===== config.mk =====
export PLATFORM = sky130hd
export DESIGN_NAME = pipe_stage_buf
export DESIGN_NICKNAME = d
export VERILOG_FILES = /design/src/rtl/pipe_stage_buf.sv
export SDC_FILE = /design/constraint.sdc
export NUM_CORES = 1
export LEC_CHECK = 0
export CORE_ASPECT_RATIO = 0.8
export CORE_MARGIN = 3
export CORE_UTILIZATION = 43
export CTS_CLUSTER_DIAMETER = 80
export DETAILED_ROUTE_END_ITERATION = 7
export GPL_ROUTABILITY_DRIVEN = 0
export PLACE_DENSITY = 0.76
export SYNTH_ARGS = -nofsm -noshare
export SYNTH_HDL_FRONTEND = slang
export SYNTH_SLANG_ARGS = --single-unit

===== constraint.sdc =====
create_clock -name CLK -period 1.52 [get_ports CLK]
set_input_delay 0.228 -clock CLK [delete_from_list [all_inputs] [get_ports CLK]]
set_output_delay 0.228 -clock CLK [all_outputs]
set_load 0.01 [all_outputs]

===== src/rtl/pipe_stage_buf.sv =====
// Pipeline-stage register with a valid/ready handshake, 2-entry skid buffer and NOP-inserting flush.
// Optional saturating stall/flush counters are enabled by defining PIPE_STAGE_BUF_PERF_EN.
module pipe_stage_buf #(
  parameter int unsigned DATA_W  = 32,
  parameter logic [31:0] NOP_VAL = 32'h0000_0013,
  parameter int unsigned CNT_W   = 16
) (
  input  logic              CLK,
  input  logic              RST,
  input  logic              flush,
  input  logic              in_valid,
  output logic              in_ready,
  input  logic [DATA_W-1:0] in_data,
  output logic              out_valid,
  input  logic              out_ready,
  output logic [DATA_W-1:0] out_data,
  output logic [1:0]        occupancy,
  output logic [CNT_W-1:0]  stall_cnt,
  output logic [CNT_W-1:0]  flush_cnt
);

  localparam logic [DATA_W-1:0] NOP = DATA_W'(NOP_VAL);

  // Encoding doubles as the occupancy count.
  typedef enum logic [1:0] {
    ST_EMPTY = 2'd0,
    ST_ONE   = 2'd1,
    ST_TWO   = 2'd2
  } state_e;

  state_e            r_state;
  state_e            w_state_nxt;
  logic [DATA_W-1:0] r_main;
  logic [DATA_W-1:0] r_skid;
  logic [DATA_W-1:0] w_main_nxt;
  logic [DATA_W-1:0] w_skid_nxt;
  logic              w_in_fire;
  logic              w_out_fire;

  assign in_ready   = (r_state != ST_TWO);
  assign out_valid  = (r_state != ST_EMPTY);
  assign out_data   = r_main;
  assign occupancy  = r_state;
  assign w_in_fire  = in_valid & in_ready;
  assign w_out_fire = out_valid & out_ready;

  always_comb begin
    // NOTE: every signal gets a default before any branch so no latch can be inferred.
    w_state_nxt = r_state;
    w_main_nxt  = r_main;
    w_skid_nxt  = r_skid;
    if (flush) begin
      w_state_nxt = ST_EMPTY;
      w_main_nxt  = NOP;
      w_skid_nxt  = NOP;
    end else begin
      case (r_state)
        ST_EMPTY: begin
          if (w_in_fire) begin
            w_state_nxt = ST_ONE;
            w_main_nxt  = in_data;
          end
        end
        ST_ONE: begin
          if (w_in_fire && w_out_fire) begin
            w_main_nxt = in_data;
          end else if (w_in_fire) begin
            w_state_nxt = ST_TWO;
            w_skid_nxt  = in_data;
          end else if (w_out_fire) begin
            w_state_nxt = ST_EMPTY;
            w_main_nxt  = NOP;
          end
        end
        ST_TWO: begin
          if (w_out_fire) begin
            w_state_nxt = ST_ONE;
            w_main_nxt  = r_skid;
            w_skid_nxt  = NOP;
          end
        end
        default: begin
          w_state_nxt = ST_EMPTY;
          w_main_nxt  = NOP;
          w_skid_nxt  = NOP;
        end
      endcase
    end
  end

  always_ff @(posedge CLK or negedge RST) begin
    if (!RST) begin
      // NOTE: payload registers are reset too, because the main register is visible as out_data.
      r_state <= ST_EMPTY;
      r_main  <= NOP;
      r_skid  <= NOP;
    end else begin
      // NOTE: non-blocking assignments so all state updates see pre-edge values.
      r_state <= w_state_nxt;
      r_main  <= w_main_nxt;
      r_skid  <= w_skid_nxt;
    end
  end

`ifdef PIPE_STAGE_BUF_PERF_EN
  logic [CNT_W-1:0] r_stall_cnt;
  logic [CNT_W-1:0] r_flush_cnt;
  logic             w_stall;

  assign w_stall = out_valid & ~out_ready;

  // Counters saturate at all-ones and clear only on reset.
  always_ff @(posedge CLK or negedge RST) begin
    if (!RST) begin
      r_stall_cnt <= '0;
      r_flush_cnt <= '0;
    end else begin
      if (w_stall && (r_stall_cnt != '1)) begin
        r_stall_cnt <= r_stall_cnt + CNT_W'(1);
      end
      if (flush && (r_flush_cnt != '1)) begin
        r_flush_cnt <= r_flush_cnt + CNT_W'(1);
      end
    end
  end

  assign stall_cnt = r_stall_cnt;
  assign flush_cnt = r_flush_cnt;
`else
  assign stall_cnt = '0;
  assign flush_cnt = '0;
`endif

endmodule


Word-level counts from Yosys, hierarchy flattened. Cells that the tools add are included.

Word-level logic and storage cells: 39. Output and inout bits: 68. Input port bits: 37. Register bits after elaboration: 66.

Equal/unequal tests: 11. Mux-type cells: 17. Bitwise logic cells: 2. Reductions and logical operators: 6.

Operators with widths (number): 2-to-1 mux 32 bit (8); one-hot mux 32 bit (3 select lines) (2); 2-to-1 mux 2 bit (6); inequality test 3 bit, second input constant (4); inequality test 4 bit, second input constant (3); AND reduction 4 bit (3); one-hot mux 2 bit (3 select lines) (1); inequality test 2 bit, second input constant (2); AND 1 bit (2); == test 2 x 1 -> 1 bit, second input constant (1); == test 2 bit, second input constant (1); logical NOT 2 bit (1); nonzero test 2 bit (1); logical AND 1 bit (1).

Logic depth before layout (Yosys ltp). Gate-level depths: netlist of the first run.

Word-level depth: 7. Mapped depth: 7. Gate-level depth less buffers: 4.

Worst setup path after synthesis of the first run. No wires, ideal clock.

Kind: register -> register. Start point: register r_state[1] (netlist: occupancy[1]). End point: register r_main[10] (netlist: out_data[10]). Library setup time: 121 ps. Period minus slack after synthesis: 1512 ps. Arrival time: 1391 ps. Stages on the path, launching flop included: 8. Buffers on the path: 3. Data required time: 1399 ps. Setup slack: 8 ps. Cell sequence: dfrtp_1 buf_4 mux2i_1 or2_1 a21oi_2 buf_4 buf_6 a22o_1.

Longest elaborated chain between the ends: 6. Elaborated cells between the ends (all ways): 16. Those cells by class: eq/ne: 7; mux: 3; bitwise: 2; reduce/logical: 4.

Ends and longest elaborated chain: start: declaration (line 31) `state_e r_state;`; start signal: assignment (line 99) `r_state <= w_state_nxt;`; inequality test 2 bit / nonzero test 2 bit (equally long branches) (line 40, 41); AND 1 bit (on tied branches) (line 44, 45); logical AND 1 bit (line 65) `if (w_in_fire && w_out_fire) begin`; 2-to-1 mux 32 bit (line 65); one-hot mux 32 bit (3 select lines) (line 57) `case (r_state)`; 2-to-1 mux 32 bit (line 52) `if (flush) begin`; end signal: assignment (line 100) `r_main <= w_main_nxt;`; end: declaration (line 33) `logic [DATA_W-1:0] r_main;`.

Several ways; a longest one is shown, not always the timed one. A chain may end at the register's enable or synchronous reset.

Worst setup path after layout of the first run.
Start point: register r_state[1] (netlist: occupancy[1]). End point: register r_main[17] (netlist: out_data[17]).

The elaborated chain is that of the path after synthesis.

==> run_results.csv, run 1 <==
group,metric,value,unit
finish,n_antenna_cell,0,
timing,final.setup_skew,0.0105,ns
synthesis,yosysTopAreaCellShare,0.416,
global_routing,grt_max_degree,52,
synthesis,synthesis.yosys.warnings,0,
synthesis,synthSimpleGateAreaFrac,0.0627,
synthesis,synth-adder-area-share,0,
clock_network,clock_insertion_delay_worst_skew,0.34,ns
timing,min_period,1.57,ns
timing,final-hold-violation-count,0,
finish,multi_input_comb_area,1630,um^2
synthesis,synth_top_family_by_area,"multiplexers",
floorplan,die_area,9550,um^2
critical_path,cp-end-kind,"register",
finish,stdcell_count,546,
worst_hold_path,hold_path_class,"in -> async",
timing,postLayoutSetupSlackWorst,-0.0506,ns
route,vias,2721,
floorplan,die_x,108,um
floorplan,num_io_pins,105,
job,max_cap_viol_count,0,
critical_path,ff2ff_path_depth,5,
route,remaining_drc_errors,0,
route,dr_wl_cell,15.8,um
synthesis,synth-seq-area-share,0.459,
clock_network,clock_sink_count,66,
timing,final-setup-viol-count,23,
finish,fillerInstances,671,
finish,final_core_utilization,0.606,
place,post-place-cells,520,
critical_path,startpoint,"occupancy[1]$_DFFE_PN0P_",
clock_network,max-clock-path-buffers,2,
critical_path,cp_max_fo,9,
clock_network,number_of_levels_the_h_tree_was_split_into,3,
status,violated_checks,"negative setup slack",
route,routed_wl,8.63,mm
synthesis,synth_area_in_compound_gates,0.167,
critical_path,critical_path_class,"reg -> reg",
power,power_leakage,2.40,nW
place,place_area,4450,um^2
finish,flow.area_growth_from_synthesis,35.2,%
clock_network,root_buffer,"clkbuf_8",
global_routing,grtUsageTotal,0.185,
critical_path,crit-reg2reg-launch,"occupancy[1]$_DFFE_PN0P_",
critical_path,cp-endpoint,"out_data[17]$_DFFE_PN0P_",
floorplan,row_count,29,
synthesis,syn_avg_cell_area,10.5,um^2
finish,post_route_standard_cell_area_excluding_fillers,4880,um^2
route,drt_pass1_iterations,4,
finish,regArea,1660,um^2
clock_network,clk_pin_slew_worst_paths,0.08,ns
timing,post-route-period-util,1.03,
global_routing,grt_first_pass_wirelength,13.8,mm
synthesis,syn_inst,343,
synthesis,cell_type_with_the_largest_total_area_after_synthesis,"dfrtp_1",
route,antenna_left,0,
synthesis,flop_and_latch_count_out_of_synthesis,66,
timing,grt_setup_unrepaired,"yes",
synthesis,netlist_top_cells_area,"dfrtp_1, mux2i_1, buf_4, a22o_1, o2bb2ai_1",
clock_network,inserted_clock_buffers,9,
route,violation_count_after_the_first_detailed_routing_iteration,71,
synthesis,yosys-mux-area-fraction,0.172,
floorplan,floorplan.initialDensity,0.449,
finish,final_common_cell,"mux2i_1",
critical_path,rr_endpoint,"out_data[17]$_DFFE_PN0P_",
global_routing,grt_antenna_before_repair,0,
timing,achievable-frequency,637,MHz
synthesis,synth_xor_xnor_area_share,0,
floorplan,core,8060,um^2
place,buffer_ports.inserted,72,
global_routing,grt_pass1_vias,2755,
power,max-vdd-ir-drop,0.490,mV
finish,layout.nets,470,
critical_path,worst_ep_arrival_time,1.79,ns
global_routing,gr-total-overflow,0,
power,cellPowerDensity,874,nW/um^2
timing,slew_viol_final,0,
route,via_per_inst,4.98,
critical_path,worst_setup_path_start_kind,"register",
critical_path,flop_to_flop_setup_slack,-0.05,ns
clock_network,tritoncts,"built",
synthesis,syn_area,3610,um^2
status,outcome,"complete, but fails checks",
critical_path,cp.required,1.73,ns
finish,final_layout_size_suffix_gt1_frac,0.160,
place,detailed_place_hpwl,5.80,mm
floorplan,dieHeight,88.0,um
finish,mostFrequentLayoutCells,"mux2i_1, dfrtp_1, clkdlybuf4s50_1",
synthesis,yosys.cell_types.count,24,
## power breakdown
group          switching, mW  total [mW]  internal [mW]
registers             0.0687        1.95           1.88
clock network          0.704        1.34          0.635
logic                  0.476       0.982          0.507
## stage by stage
stage	hold slack [ns]	TNS (ns)	power (mW)	worst slack, ns
detailed placement	0.175	-15.85	2.90	-0.284
finish	0.336	-0.520	4.27	-0.0506
floorplan	-0.0676	0	2.49	0.00785
CTS	0.331	-0.469	4.24	-0.0719
global placement	0.169	-11.62	2.88	-0.218
global route	0.369	-2.59	4.51	-0.0946
## final cells by class
class                      instances  area share
inverter                          32      0.0246
timing repair buffer             105       0.238
sequential                        66       0.340
multi-input combinational        219       0.333
tap                              108      0.0277
clock inverter                     6     0.00845
clock buffer                      10      0.0282
## how the worst min path moves through the flow
stage | to | slack (ns) | cells past startpoint
2_1_floorplan | occupancy[0]$_DFFE_PN0P_ | -0.07 | 0
3_3_place_gp | out_data[5]$_DFFE_PN0P_ | 0.17 | 1
3_5_place_dp | out_data[5]$_DFFE_PN0P_ | 0.17 | 1
4_1_cts | out_data[5]$_DFFE_PN0P_ | 0.33 | 2
5_1_grt | out_data[5]$_DFFE_PN0P_ | 0.37 | 2
6_report | out_data[5]$_DFFE_PN0P_ | 0.34 | 2
## worst max-delay path: stages, from the launching register on
cell and delay [ns]:
dfrtp_2 0.43, buf_6 0.13, mux2i_2 0.15, a22o_1 0.30, buf_4 0.19, a22o_1 0.24
## cells by family (layout without fill, tap and decap cells)
kind of cell,after synthesis,count (layout)
compound gates,74,74
flops,66,66
buf+inv,89,153
other cells,1,32
mux,62,62
simple gates,51,51
## layer usage
layer | routed length (um) | vias to the layer above | global-route usage | share of wire
met5 | 0 | - | 0 | 0
met4 | 58 | 0 | 0.0482 | 0.0067
met3 | 585 | 8 | 0.0545 | 0.068
met2 | 4090 | 87 | 0.296 | 0.47
met1 | 3890 | 1316 | 0.249 | 0.45
li1 | - | 1310 | - | -
## registers in the layout, indices dropped and copies added (netlist names)
signal and flops:
r_skid 32, out_data 32, occupancy 2
## what timing repair did
action / CTS / global route
pin swaps: 0 / 3
gates cloned: 0 / 3
resized for setup: 17 / 36
hold endpoints to repair: 15 / 0
buffers inserted: 3 / 3
endpoints found under the setup margin: 13 / 67
hold buffers: 1 / 0
## Yosys cell counts
cell type / instances
inv_1: 32
a21boi_0: 1
a21oi_2: 1
o22a_1: 1
dfrtp_1: 60
nor2_2: 1
nor2_1: 4
conb_1: 1
nand2b_1: 1
or2_1: 1
o21ai_0: 6
dfstp_2: 6
a21oi_1: 5
a21o_1: 1
buf_6: 1
nand2_1: 33
o2bb2ai_1: 29
buf_4: 39
mux2i_1: 62
nor2b_1: 9
clkbuf_1: 8
buf_2: 9
a22o_1: 30
or2_2: 2
Power figures use the tool's default switching activity.
==> inputs of run 2 (changes only) <==
CORE_UTILIZATION = 47   (was 43)
PLACE_DENSITY = 0.79   (was 0.76)
clock period = 1.8 ns   (was 1.52 ns; I/O delays follow)
==> run_results.csv, run 2 (synthesis results as in run 1) <==
group,metric,value,unit
place,detailed_place_hpwl,5.80,mm
route,vias,2774,
critical_path,worst_ep_arrival_time,1.45,ns
finish,fillerInstances,593,
critical_path,cp.required,1.53,ns
floorplan,row_count,27,
route,violation_count_after_the_first_detailed_routing_iteration,106,
route,remaining_drc_errors,0,
critical_path,cp.buffers_inverters,1,
global_routing,grt_antenna_before_repair,0,
route,dr_wl_met3,553,um
status,outcome,"finished clean",
finish,n_antenna_cell,0,
critical_path,worstPathCellList,"nand2b_1 > clkdlybuf4s50_1",
clock_network,clk_pin_slew_worst_paths,0.08,ns
timing,achievable-frequency,580,MHz
timing,slew_viol_final,0,
timing,min_period,1.72,ns
critical_path,cp_max_fo,6,
route,route.top_layer_used,"met4",
timing,grt_setup_unrepaired,"no",
finish,stdcell_count,533,
route,antenna_left,0,
finish,final_layout_size_suffix_gt1_frac,0.130,
floorplan,die_area,8780,um^2
route,via_per_inst,5.20,
finish,regArea,1660,um^2
power,power_leakage,2.09,nW
clock_network,clock_insertion_delay_worst_skew,0.35,ns
global_routing,grt_pass1_vias,2654,
power,max-vdd-ir-drop,0.504,mV
place,post-place-ws,-0.0554,ns
timing,final-setup-viol-count,0,
timing,final.setup_skew,0.0107,ns
worst_hold_path,hold_path_class,"in -> async",
timing,final-hold-violation-count,0,
floorplan,die_x,104,um
power,power.total,3.82,mW
critical_path,cp_slowest_cell,"clkdlybuf4s50_1",
clock_network,inserted_clock_buffers,9,
finish,final_common_cell,"clkdlybuf4s50_1",
critical_path,cp-end-kind,"primary output",
job,max_cap_viol_count,0,
route,drt_pass1_iterations,4,
power,cellPowerDensity,815,nW/um^2
route,dr_wl_cell,16.2,um
floorplan,floorplan.initialDensity,0.505,
clock_network,root_buffer,"clkbuf_8",
floorplan,dieHeight,84.4,um
place,buffer_ports.inserted,72,
route,met1Wirelength,3.98,mm
place,post-place-cells,512,
global_routing,gr-total-overflow,0,
finish,multi_input_comb_area,1580,um^2
clock_network,number_of_levels_the_h_tree_was_split_into,3,
critical_path,critical_path_class,"reg -> out",
clock_network,max-clock-path-buffers,2,
timing,postLayoutSetupSlackWorst,0.0768,ns
finish,flow.area_growth_from_synthesis,29.6,%
finish,layout.nets,464,
timing,post-route-period-util,0.957,
global_routing,grt_max_degree,67,
clock_network,tritoncts,"built",
critical_path,critical-path-top-delay-family,"buffers and inverters",
global_routing,grt_first_pass_wirelength,14.0,mm
route,routed_wl,8.61,mm
floorplan,num_io_pins,105,
timing,final.hold.worst_slack,0.463,ns
route,detailroute.wirelength.met2,4.00,mm
clock_network,clock_sink_count,66,
global_routing,grtUsageTotal,0.201,
finish,mostFrequentLayoutCells,"clkdlybuf4s50_1, mux2i_1, dfrtp_1",
critical_path,critPathMaxStageDelay,0.49,ns
floorplan,core,7160,um^2
critical_path,worst_setup_path_start_kind,"register",
-- run 2: changes by cell type in the layout (fill, tap and decap cells not counted), moves of 6 or more --
cell | before | now
buf_4 | 13 | 21
buf_6 | 10 | 1
clkdlybuf4s50_1 | 45 | 68
dlygate4sd2_1 | 7 | 1
dlymetal6s2s_1 | 17 | 2
-- run 2: cell type report --
class / instances / area share
Tap cell: 101 / 0.0270
Sequential cell: 66 / 0.355
Clock buffer: 11 / 0.0302
Multi-Input combinational cell: 219 / 0.338
Timing Repair Buffer: 99 / 0.208
Clock inverter: 5 / 0.0168
Inverter: 32 / 0.0256
-- run 2: tightest hold or removal path, stage by stage --
cell           delay, ns
dlygate4sd3_1       0.52
buf_2               0.12
buf_12              0.30
-- run 2: timing repair --
| action | in CTS | in global routing |
|---|---|---|
| buffers inserted | 3 | 1 |
| hold buffers | 1 | 0 |
| endpoints found under the hold margin | 60 | 0 |
| setup endpoints to repair | 4 | 3 |
| gates resized for setup | 5 | 2 |
-- run 2: path summary, 6_finish.rpt --
kind | from | end | slack, ns | cells past startpoint
min in group CLK | r_skid[0]$_DFFE_PN1P_ | r_skid[0]$_DFFE_PN1P_ | 0.48 | 2
max | occupancy[0]$_DFFE_PN0P_ | in_ready | 0.08 | 2
min reg2reg | r_skid[0]$_DFFE_PN1P_ | r_skid[0]$_DFFE_PN1P_ | 0.48 | 2
max reg2reg | occupancy[1]$_DFFE_PN0P_ | out_data[4]$_DFFE_PN1P_ | 0.19 | 6
min | RST | r_skid[6]$_DFFE_PN0P_ | 0.46 | 3
max in group asynchronous | RST | r_skid[4]$_DFFE_PN1P_ | 1.00 | 3
-- run 2: per-stage QoR --
stage          TNS [ns]  utilization  area (um^2)
2_1_floorplan         0            -         3730
3_3_place_gp    -0.0111        0.615         4410
3_5_place_dp      -1.32        0.615         4410
4_1_cts               0        0.652         4670
5_1_grt               0        0.654         4680
6_report              0        0.654         4680
-- run 2: report_power, final --
part / switching, mW / internal, mW
Clock: 0.575 / 0.816
Sequential: 0.0638 / 1.59
Combinational: 0.383 / 0.388
-- run 2: metal layers --
layer  vias up  GRT usage
met1      1366      0.268
li1       1297          -
met4         0     0.0628
met2       102      0.319
met5         -          0
met3         9     0.0553
